===== config.mk =====
export PLATFORM = sky130hd
export DESIGN_NAME = param_sync_fifo
export DESIGN_NICKNAME = d
export VERILOG_FILES = /design/src/rtl/fifo_pkg.sv /design/src/rtl/fifo_ram.sv /design/src/rtl/param_sync_fifo.sv
export SDC_FILE = /design/constraint.sdc
export NUM_CORES = 1
export LEC_CHECK = 0
export BUFFER_PORTS_ARGS = -buffer_cell sky130_fd_sc_hd__buf_4
export CAP_MARGIN = 0
export CORE_MARGIN = 2
export CORE_UTILIZATION = 64
export DETAILED_ROUTE_END_ITERATION = 8
export PLACE_DENSITY = 0.84
export SLEW_MARGIN = 10
export SYNTH_ARGS = -nofsm -noshare
export SYNTH_HDL_FRONTEND = slang
export SYNTH_SLANG_ARGS = --single-unit

===== constraint.sdc =====
create_clock -name clk -period 4.81 [get_ports clk]
set_clock_uncertainty 0.2 [all_clocks]
set_input_delay 0.7215 -clock clk [delete_from_list [all_inputs] [get_ports clk]]
set_output_delay 0.7215 -clock clk [all_outputs]
set_load 0.02 [all_outputs]

===== src/rtl/fifo_pkg.sv =====
// Shared types and helpers for the parametrised single-clock FIFO.
// Holds count-width sizing, the occupancy flag bundle and parameter legality checks.
package fifo_pkg;

    typedef struct packed {
        logic full;
        logic almostfull;
        logic empty;
        logic almostempty;
    } fifo_flags_t;

    // Occupancy runs 0..DEPTH inclusive, hence DEPTH+1 states.
    function automatic int fifo_cnt_w(input int depth);
        return $clog2(depth + 1);
    endfunction

    function automatic bit fifo_params_ok(input int width, input int depth,
                                          input int af_level, input int ae_level);
        return (width >= 1) && (depth >= 2) &&
               (af_level >= 1) && (af_level < depth) &&
               (ae_level > 0) && (ae_level < depth);
    endfunction

endpackage


===== src/rtl/fifo_ram.sv =====
// Storage array: DEPTH x WIDTH, synchronous write port, registered read port.
// Latency: read data appears the cycle after re; write visible to a read the next cycle.
// Backpressure: none; the caller gates we/re with full/empty.
module fifo_ram #(
    parameter int WIDTH = 16,
    parameter int DEPTH = 8,
    parameter int AW    = 3
) (
    input  logic             clk,
    input  logic             rst_n,
    input  logic             we,
    input  logic [AW-1:0]    waddr,
    input  logic [WIDTH-1:0] wdata,
    input  logic             re,
    input  logic [AW-1:0]    raddr,
    output logic [WIDTH-1:0] rdata
);

    logic [WIDTH-1:0] mem [DEPTH];

    // Contents are deliberately left uninitialised across reset.
    always_ff @(posedge clk) begin
        if (we) begin
            mem[waddr] <= wdata;
        end
    end

    always_ff @(posedge clk) begin
        if (!rst_n) begin
            rdata <= '0;
        end else if (re) begin
            rdata <= mem[raddr];
        end
    end

endmodule


===== src/rtl/param_sync_fifo.sv =====
// Single-clock FIFO of any depth >= 2 with occupancy count, thresholds and ack/overflow/underflow strobes.
// Latency: write-to-flags 1 cycle, read-to-data_out 1 cycle; strobes are registered one cycle after the request.
// Backpressure: writes rejected while full, reads while empty (flagged by overflow/underflow). FIFO_SVA_EN adds assertions.
module param_sync_fifo
    import fifo_pkg::*;
#(
    parameter int WIDTH    = 16,
    parameter int DEPTH    = 8,
    parameter int AF_LEVEL = DEPTH - 1,
    parameter int AE_LEVEL = 1
) (
    input  logic                          clk,
    input  logic                          rst_n,
    input  logic                          flush,
    input  logic                          wr_en,
    input  logic [WIDTH-1:0]              data_in,
    input  logic                          rd_en,
    output logic [WIDTH-1:0]              data_out,
    output logic                          data_valid,
    output logic                          wr_ack,
    output logic                          overflow,
    output logic                          underflow,
    output logic                          full,
    output logic                          almostfull,
    output logic                          empty,
    output logic                          almostempty,
    output logic [fifo_cnt_w(DEPTH)-1:0]  count
);

    localparam int  CNT_W     = fifo_cnt_w(DEPTH);
    localparam int  PTR_W     = (DEPTH > 2) ? $clog2(DEPTH) : 1;
    localparam bit  PARAMS_OK = fifo_params_ok(WIDTH, DEPTH, AF_LEVEL, AE_LEVEL);

    generate
        if (!PARAMS_OK) begin : g_param_err
            $error("param_sync_fifo: illegal WIDTH/DEPTH/AF_LEVEL/AE_LEVEL combination");
        end
    endgenerate

    logic [PTR_W-1:0] wr_ptr;
    logic [PTR_W-1:0] rd_ptr;
    fifo_flags_t      flags;
    logic             wr_acc;
    logic             rd_acc;
    logic             ram_we;
    logic             ram_re;

    // Explicit wrap compare so non-power-of-two depths work.
    function automatic logic [PTR_W-1:0] ptr_inc(input logic [PTR_W-1:0] p);
        return (p == PTR_W'(DEPTH - 1)) ? '0 : p + 1'b1;
    endfunction

    always_comb begin
        flags.full        = (count == CNT_W'(DEPTH));
        flags.empty       = (count == '0);
        flags.almostfull  = (count >= CNT_W'(AF_LEVEL)) && !flags.full;
        flags.almostempty = (count <= CNT_W'(AE_LEVEL)) && !flags.empty;
    end

    assign full        = flags.full;
    assign almostfull  = flags.almostfull;
    assign empty       = flags.empty;
    assign almostempty = flags.almostempty;

    assign wr_acc = wr_en && !flags.full;
    assign rd_acc = rd_en && !flags.empty;
    assign ram_we = rst_n && !flush && wr_acc;
    assign ram_re = rst_n && !flush && rd_acc;

    // Reset and flush clear the same state; only data_out (in the RAM) differs.
    always_ff @(posedge clk) begin
        if (!rst_n || flush) begin
            wr_ptr     <= '0;
            rd_ptr     <= '0;
            count      <= '0;
            wr_ack     <= 1'b0;
            overflow   <= 1'b0;
            underflow  <= 1'b0;
            data_valid <= 1'b0;
        end else begin
            if (wr_acc) wr_ptr <= ptr_inc(wr_ptr);
            if (rd_acc) rd_ptr <= ptr_inc(rd_ptr);
            case ({wr_acc, rd_acc})
                2'b10:   count <= count + 1'b1;
                2'b01:   count <= count - 1'b1;
                default: ;
            endcase
            wr_ack     <= wr_acc;
            overflow   <= wr_en && flags.full;
            underflow  <= rd_en && flags.empty;
            data_valid <= rd_acc;
        end
    end

    fifo_ram #(
        .WIDTH (WIDTH),
        .DEPTH (DEPTH),
        .AW    (PTR_W)
    ) u_ram (
        .clk   (clk),
        .rst_n (rst_n),
        .we    (ram_we),
        .waddr (wr_ptr),
        .wdata (data_in),
        .re    (ram_re),
        .raddr (rd_ptr),
        .rdata (data_out)
    );

`ifdef FIFO_SVA_EN
    a_wr_ack:   assert property (@(posedge clk) disable iff (!rst_n)
                    (!flush && wr_en && !full) |=> wr_ack);
    a_overflow: assert property (@(posedge clk) disable iff (!rst_n)
                    (!flush && wr_en && full) |=> (overflow && !wr_ack));
    a_underflow: assert property (@(posedge clk) disable iff (!rst_n)
                    (!flush && rd_en && empty) |=> (underflow && !data_valid));
    a_wr_wrap:  assert property (@(posedge clk) disable iff (!rst_n)
                    (!flush && wr_acc && wr_ptr == PTR_W'(DEPTH - 1)) |=> (wr_ptr == '0));
    a_rd_wrap:  assert property (@(posedge clk) disable iff (!rst_n)
                    (!flush && rd_acc && rd_ptr == PTR_W'(DEPTH - 1)) |=> (rd_ptr == '0));
    a_flush_clr: assert property (@(posedge clk) disable iff (!rst_n)
                    flush |=> (wr_ptr == '0 && rd_ptr == '0 && count == '0));
    a_reset_clr: assert property (@(posedge clk)
                    !rst_n |=> (wr_ptr == '0 && rd_ptr == '0 && count == '0));

    always_comb begin
        if (rst_n) begin
            assert (count <= CNT_W'(DEPTH));
            assert (!(full && empty));
            assert (!(almostfull && full) && !(almostempty && empty));
        end
    end

    c_full:     cover property (@(posedge clk) full);
    c_overflow: cover property (@(posedge clk) overflow);
    c_wr_wrap:  cover property (@(posedge clk) wr_acc && wr_ptr == PTR_W'(DEPTH - 1));
    c_flush:    cover property (@(posedge clk) flush && !empty);
`endif

endmodule


==> results.txt, run 1 <==
The number of hold buffers added after CTS was 0. The biggest fanout along the worst timing path came out at 9. In the final layout, the multi-input gates occupy 0.00154 mm2. The depth of the CTS H-tree came out at 4. The number of enable flip-flop cells after synthesis is 128. The instance count of the mapped netlist came out at 312. The worst hold path belongs to the class input pin to flop.

Together, buffers and inverters on the worst path number 2. The capture endpoint of the worst hold path is u_ram.mem[5][12]. The root buffer cell chosen for the clock tree is sky130_fd_sc_hd__clkbuf_8.

The synthesized area per cell came out at 19.7 um2. The number of buffers inserted during clock tree synthesis is 17. In the synthesized netlist the dominant register cell turns out to be sky130_fd_sc_hd__edfxtp_1. The first global-routing pass estimated 18.0 mm of wire. The final setup violation count came out at 0.

The total I/O pin count came out at 49. TritonCTS built the clock tree. The share of cells above drive strength 1 is 31.9%. The number of pins exceeding their max-slew limit in the final report came out at 0. Dividing the detail-routed wire length by the instance count gives 23.0 um. The post-synthesis sequential element count came out at 158.

The detailed-placement wirelength estimate came out at 6.62 mm. The worst register-to-register path begins at count[0]. The area used by sequential logic in the layout came out at 0.00445 mm2. The number of DRC violations after detailed-routing iteration 0 came out at 175. The critical path capture point type is a flop. The required time of the worst setup path is 4.83 ns. The final weighted congestion of routability-driven global placement came out at 0.767.

The cell area after layout came out at 0.00716 mm2. Traced cell by cell, the critical path runs through inv_1 -> ha_1 -> nand3b_1 -> nand2_2 -> or3_1 -> nor2_1 -> buf_4. Setup repair after global routing left no endpoint under its margin.

The ratio of total power to cell area came out at 400 mW/mm2. The number of stages on the worst hold path came out at 1. The pin count of the biggest net entering global routing came out at 35. The actual transition at the worst max-transition pin came out at 0.905 ns.

The number of buffers inserted to repair setup after CTS came out at 0. The final-stage net count came out at 402. The total number of vias came out at 3,141. The final wirelength is 11.9 mm.

The flow ran to the end, and the final reports show no timing, DRC or antenna violations. The floorplan step set the die height to 102 um. The post-cts repair resize count is 0. The setup total negative slack came out at 0 ns. The clock latency reported for the late side of the worst-skew pair is 0.52 ns. The largest voltage drop on the vdd net came out at 0.000348 V. The cell area after placement came out at 0.00660 mm2. The cell family contributing the most delay on the critical path is simple AND/OR/NAND/NOR gates. The count of warnings emitted by yosys is 0. The clock sink count came out at 158. The worst slew margin relative to its limit came out at 39.7%. The share of synthesized flip-flops with an asynchronous set or reset is 0%.

The register clock-pin slew on the reported worst setup and hold paths came out at 0.07 ns. The share of synthesized area occupied by flip-flops and latches came out at 72.4%. The detailed-route vias per instance came out at 6.10. The delay of the slowest critical-path stage is 0.60 ns. The count of nets left with antenna violations once routing finished came out at 0. The area inside the core boundary is 0.00928 mm2. The initialized floorplan defines 35 standard-cell rows. Among all stages on the critical path, the largest delay is contributed by sky130_fd_sc_hd__nor2_1. The number of buffers on the longest clock path is 2. The x dimension of the die came out at 102 um. The static power due to leakage is 2.65 nW.

The number of failing hold endpoints at the final stage was 0. The critical path is of the flop to flop type. Once the floorplan was initialized, standard cells occupied 66.1% of the core. The total of max-cap violations is 0.

The number of antenna violations at the first check in global routing came out at 0. The number of library cell types mapped by synthesis came out at 37. The overall global routing resource usage is 24.7%. The number of global-route vias before repair came out at 3,187. The data arrival time of the worst path came out at 3.01 ns.

The length of the first detailed-routing pass in iterations came out at 4. Summed over all layers, the global routing overflow is 0. The type of origin of the critical path is a flop. In this run the critical register-to-register path is captured at u_ram.mem[2][6]. The number of antenna diodes in the final layout is 0. The minimum setup slack among reg-to-reg paths is 1.82 ns. For this run, design rule violations remaining after detail routing come to 0. The worst-case reg-to-reg path depth is 7. The relative area change from synthesis to final layout came out at 16.6%.

The worst path uses 62.2% of the clock period. The worst hold path begins at data_in[12]. The cell area after technology mapping came out at 0.00614 mm2.

For this run, the top clock speed supported by timing is 334 MHz. Input and output buffers added on the ports amount to 48. The number of inserted filler cells in the final layout is 513. Counting every net in the synthesized netlist gives 341. The smallest clock period supported by the final layout is computed as 2.99 ns. The die covers 0.0104 mm2.
[worst max path at each step]
stage                  endpoint  slack (ns)  depth (start not counted)     start
2_1_floorplan   u_ram.mem[4][0]        1.54                          6  count[0]
3_3_place_gp   u_ram.mem[2][15]        1.62                          5     rst_n
3_5_place_dp   u_ram.mem[2][15]        1.52                          5     rst_n
4_1_cts                   empty        1.83                          5  count[1]
5_1_grt        u_ram.mem[2][13]        1.65                          7  count[0]
6_report        u_ram.mem[2][6]        1.82                          7  count[0]
[stage by stage]
stage / util [%] / hold WS (ns) / setup WS (ns) / total power [W] / cells
floorplan: - / 0.293 / 1.54 / 0.00160 / 312
global placement: 71.1 / 0.282 / 1.62 / 0.00164 / 483
detailed placement: 71.1 / 0.289 / 1.52 / 0.00165 / 483
CTS: 77.1 / 0.218 / 1.83 / 0.00288 / 515
global route: 77.1 / 0.228 / 1.65 / 0.00294 / 515
finish: 77.1 / 0.237 / 1.82 / 0.00287 / 515
[cell usage after synthesis, types with 2 or more instances]
cell type	n	share of area, %
sky130_fd_sc_hd__a21oi_1	9	0.73
sky130_fd_sc_hd__buf_12	2	0.65
sky130_fd_sc_hd__buf_2	4	0.33
sky130_fd_sc_hd__buf_6	6	1.1
sky130_fd_sc_hd__clkbuf_1	3	0.18
sky130_fd_sc_hd__dfxtp_1	30	9.8
sky130_fd_sc_hd__edfxtp_1	128	63
sky130_fd_sc_hd__ha_1	8	1.6
sky130_fd_sc_hd__inv_1	8	0.49
sky130_fd_sc_hd__mux2i_1	2	0.33
sky130_fd_sc_hd__mux4_1	6	2.6
sky130_fd_sc_hd__mux4_2	26	9.5
sky130_fd_sc_hd__nand2_1	6	0.37
sky130_fd_sc_hd__nand2b_1	3	0.31
sky130_fd_sc_hd__nand4b_1	3	0.43
sky130_fd_sc_hd__nor2_1	11	0.67
sky130_fd_sc_hd__nor3_1	3	0.24
sky130_fd_sc_hd__o211a_1	16	2.6
sky130_fd_sc_hd__o22a_1	15	2.1
sky130_fd_sc_hd__or3_1	5	0.51
sky130_fd_sc_hd__xor2_1	2	0.29
[area by class of cell]
type,instances,share of cell area [%]
clock buffers,18,5.84
clock inverters,14,1.91
inverters,8,0.420
multi-input cells,131,21.5
flip-flops and latches,158,62.1
well taps,129,2.26
repair buffers,57,5.98
[worst register-to-register path: stages (launching register included)]
cell and delay [ns]:
sky130_fd_sc_hd__dfxtp_1 0.46, sky130_fd_sc_hd__inv_1 0.07, sky130_fd_sc_hd__ha_1 0.25, sky130_fd_sc_hd__nand3b_1 0.19, sky130_fd_sc_hd__nand2_2 0.15, sky130_fd_sc_hd__or3_1 0.45
sky130_fd_sc_hd__nor2_1 0.60, sky130_fd_sc_hd__buf_4 0.32
[registers in the layout, summed over array words and instances (netlist names)]
register     cells
u_ram.mem      128
u_ram.rdata     16
count            4
rd_ptr           3
wr_ptr           3
data_valid       1
overflow         1
underflow        1
wr_ack           1
[power breakdown]
part	internal, W	leakage [nW]	switching, W	total (W)
registers	0.00149	1.40	0.0000115	0.00150
clock network	0.000698	0.271	0.000548	0.00125
logic	0.0000524	0.984	0.0000674	0.000120
total	0.00224	2.65	0.000627	0.00287
[cell usage in the layout, fill, tap and decap left out, types with 3 or more instances in the layout]
cell                        netlist  routed
sky130_fd_sc_hd__edfxtp_1       128     128
sky130_fd_sc_hd__buf_4            0      57
sky130_fd_sc_hd__dfxtp_1         30      28
sky130_fd_sc_hd__mux4_2          26      26
sky130_fd_sc_hd__o211a_1         16      16
sky130_fd_sc_hd__clkbuf_16        0      16
sky130_fd_sc_hd__o22a_1          15      15
sky130_fd_sc_hd__nor2_1          11      11
sky130_fd_sc_hd__a21oi_1          9       9
sky130_fd_sc_hd__inv_1            8       8
sky130_fd_sc_hd__ha_1             8       8
sky130_fd_sc_hd__nand2_1          6       6
sky130_fd_sc_hd__mux4_1           6       6
sky130_fd_sc_hd__or3_1            5       5
sky130_fd_sc_hd__clkinv_4         0       4
sky130_fd_sc_hd__nand2b_1         3       3
sky130_fd_sc_hd__nand4b_1         3       3
sky130_fd_sc_hd__inv_8            0       3
[layer usage]
layer	wire, um	global-route usage [%]	vias up
li1	-	-	1395
met1	4630	33.3	1605
met2	6220	40.1	119
met3	764	5.95	22
met4	247	8.82	0
met5	0	0	-
[cells by family after synthesis]
family / after synthesis / synth area share, %
fa+ha+maj: 8 / 1.63
xor+xnor: 3 / 0.428
compound gates: 43 / 5.85
buf+inv: 23 / 2.75
flops: 158 / 72.4
mux: 34 / 12.4
simple gates: 43 / 4.52
No activity file was read; power rests on OpenSTA's default activity.
==> inputs of run 2 (changes only) <==
--- a/config.mk
+++ b/config.mk
@@ -8,9 +8,9 @@
 export BUFFER_PORTS_ARGS = -buffer_cell sky130_fd_sc_hd__buf_4
 export CAP_MARGIN = 0
 export CORE_MARGIN = 2
-export CORE_UTILIZATION = 64
+export CORE_UTILIZATION = 59
 export DETAILED_ROUTE_END_ITERATION = 8
-export PLACE_DENSITY = 0.84
+export PLACE_DENSITY = 0.79
 export SLEW_MARGIN = 10
 export SYNTH_ARGS = -nofsm -noshare
 export SYNTH_HDL_FRONTEND = slang
==> constraint.sdc (replaced) <==
create_clock -name clk -period 2.9 [get_ports clk]
set_clock_uncertainty 0.2 [all_clocks]
set_input_delay 0.435 -clock clk [delete_from_list [all_inputs] [get_ports clk]]
set_output_delay 0.435 -clock clk [all_outputs]
set_load 0.02 [all_outputs]
==> run 2 against run 1 <==
Total power rose by 68%. Sequential power up 66%. Routed wire length grew 0.37%. Utilization shrank 4.7 points. First-iteration DRC count rose by 3.4%. Largest power group unchanged.
==> results.txt, run 2 (synthesis results as in run 1) <==
The flow ran to the end, and the final reports show no timing, DRC or antenna violations. The met2 routed wirelength came out at 6.32 mm (+1.5%). The number of non-filler instances in the completed layout is 547 (+6.2%). The part of the cycle the worst path needs came out at 94.3%. The total power draw came out at 0.00482 W (+68%).

The final setup violation count came out at 0 (unchanged). The register with the most flip-flops in the final layout is u_ram.mem. The starting utilization of the core area is 60.0% (-6.1 points). The pin count of the biggest net entering global routing came out at 35 (unchanged). The area of the die came to 0.0112 mm2 (+8.1%).

The biggest fanout along the worst timing path is 5 (-4). The worst slew margin relative to its limit is 55.7% (+16 points). The switching share of total power is 21.1% (-0.77 points).

The master of the slowest instance on the critical path is sky130_fd_sc_hd__or3b_1. The number of global-route vias before repair was 3,378 (+6.0%). The average wire length per cell after detail routing came out at 21.8 um (-5.5%). The detailed router used layers up to and including met4. The number of buffers inserted during clock tree synthesis is 17 (unchanged). The final weighted congestion of routability-driven global placement is 0.766 (about the same). The detailed-placement wirelength estimate is 6.80 mm (+2.7%). The number of DRC violations after detailed-routing iteration 0 was 181 (+3.4%).

The x dimension of the die is 106 um (+4.0%). The cell area after placement was 0.00667 mm2 (+1.0%). The power share of the sequential group is 51.6% (-0.7 points). The number of failing hold endpoints at the final stage came out at 0 (unchanged). The clock sink count came to 158 (unchanged). The depth of the CTS H-tree is 4 (unchanged). The static power due to leakage came out at 2.77 nW (+4.3%). Traced cell by cell, the critical path runs through inv_1 -> ha_1 -> or3b_1 -> buf_4 -> inv_1 -> buf_4. The number of buffers inserted by port buffering is 48 (unchanged).

The flip-flop count of the largest register, all copies and words added is 128 (unchanged). The number of buffers on the longest clock path is 2 (unchanged). The length of the first detailed-routing pass in iterations is 5 (+1). The overall global routing resource usage is 23.3% (-1.4 points). The remaining antenna violation count came out at 0 (unchanged).

The number of buffers inserted to repair setup after CTS came out at 0 (unchanged). The fraction of power consumed by the clock network came to 43.7% (+0.2 points). The count of standard-cell rows is 37 (+5.7%).

Grouping stages by cell kind, the critical path spends the most delay in buffers and inverters. The power share of the combinational group came out at 4.7% (+0.5 points). The register clock-pin slew on the reported worst setup and hold paths is 0.06 ns (about the same). The critical path capture point type is a primary output. The type of origin of the critical path is a flop. The actual transition at the worst max-transition pin is 0.664 ns (-0.241 ns). The ratio of total power to cell area is 652 mW/mm2 (+63%). Setup repair after global routing left no endpoint under its margin. The total I/O pin count is 49 (unchanged). The time the final worst path needs with I/O delays and setup came out at 2.73 ns. The delay of the slowest critical-path stage is 0.43 ns (-0.17 ns). The final wirelength came out at 11.9 mm (+0.37%). The global route total overflow is 0 (unchanged). The pre-CTS setup slack was 0.376 ns (-1.14 ns). The number of cells in the design after placement is 498 (+3.1%).

The worst setup path is of the flop to primary output kind. The height of the die came out at 106 um (+4.0%). The final-stage net count came out at 427 (+6.2%).

The internal power is 0.00381 W (+70%). The data arrival time of the worst path is 2.10 ns (-0.91 ns). The cell area after layout came out at 0.00740 mm2 (+3.4%).

The switching power is 0.00102 W (+62%). The first-pass GRT wire length came out at 18.6 mm (+3.4%). The total length of routed met3 wires is 730 um (-4.5%).

The setup total negative slack was 0 ns (unchanged). The number of antenna violations at the first check in global routing is 0 (unchanged). The cell sitting at the root of the clock tree is a sky130_fd_sc_hd__clkbuf_8.

The total of max-cap violations came out at 0 (unchanged). The total number of vias came to 3,268 (+4.0%). The final worst slack came out at 0.166 ns (-1.65 ns). Leaving out fill and tap cells, the most frequent cell in the layout is sky130_fd_sc_hd__edfxtp_1.

The count of inserted antenna diode cells came out at 0 (unchanged). In the final layout, the registers with the most flip-flops are u_ram.mem: 128 flops, u_ram.rdata: 16 flops, count: 4 flops. The area inside the core boundary came out at 0.0102 mm2 (+10%). The count of buffering cells on the critical path with inverters included came out at 4 (+2). The clock latency reported for the late side of the worst-skew pair is 0.53 ns (about the same). The detailed-route vias per instance is 5.97 (-2.0%). TritonCTS built the clock tree. The DRC violations left came out at 0 (unchanged). The min-delay analysis places its worst path in the category input pin to flop. The required time of the worst setup path is 2.27 ns (-2.56 ns). The post-cts repair resize count came out at 0 (unchanged).

The relative area change from synthesis to final layout is 20.6%. The detailed-routing wirelength on met1 is 4.67 mm (+0.91%). The number of pins exceeding their max-slew limit in the final report is 0 (unchanged). The share of cells above drive strength 1 was 31.6% (-0.24 points). The highest clock rate is 366 MHz. The largest voltage drop on the vdd net came out at 0.000419 V (+21%). The library cells used most frequently in the layout, excluding fill and tap cells, are 128 x sky130_fd_sc_hd__edfxtp_1, 65 x sky130_fd_sc_hd__buf_4, 29 x sky130_fd_sc_hd__dfxtp_1.
-- run 2: final cells by class --
cell class	instances	area (um2)
inverter	8	30.0
clock inverter	13	140
sequential	158	4450
multi-input combinational	131	1540
clock buffer	19	422
tap	136	170
timing repair buffer	82	658
fill	610	2830
-- run 2: through the flow --
step,util (%),hold WS [ns]
floorplan,-,0.300
global placement,65.2,0.280
detailed placement,65.2,0.288
CTS,72.3,0.0220
global route,72.3,0.0241
finish,72.3,0.0412
-- run 2: per-layer routing --
metal  up-vias  global-route usage (%)
met5         -                       0
met4         0                    10.9
met3        15                    5.70
met2       124                    38.5
met1      1676                    29.4
li1       1453                       -
-- run 2: timing repair --
item / CTS / global route
endpoints found under the hold margin: 129 / 0
endpoints found under the setup margin: 0 / 0
hold buffers: 17 / 0
-- run 2: worst reg2reg max path: stages, from the launching register on --
cell and delay, ns:
sky130_fd_sc_hd__dfxtp_1 0.45, sky130_fd_sc_hd__inv_1 0.08, sky130_fd_sc_hd__ha_1 0.26, sky130_fd_sc_hd__nand3b_1 0.19, sky130_fd_sc_hd__nand2_2 0.15, sky130_fd_sc_hd__or3_1 0.46
sky130_fd_sc_hd__nor2_1 0.20, sky130_fd_sc_hd__buf_4 0.30
-- run 2: power by group through the flow --
stage / sequential, W / clock [W] / combinational [W]
after floorplan: 0.00254 / 0 / 0.000112
after global placement: 0.00253 / 0 / 0.000197
after detailed placement: 0.00254 / 0 / 0.000206
after CTS: 0.00249 / 0.00215 / 0.000226
after global routing: 0.00249 / 0.00225 / 0.000244
final: 0.00249 / 0.00211 / 0.000225
-- run 2: path summary, 6_finish.rpt --
check	slack (ns)	depth (start not counted)	from	to
max	0.17	6	count[1]	empty
max reg2reg	0.29	7	count[0]	u_ram.mem[2][10]
min reg2reg	0.30	1	u_ram.rdata[3]	u_ram.rdata[3]
min	0.04	3	rd_en	rd_ptr[2]
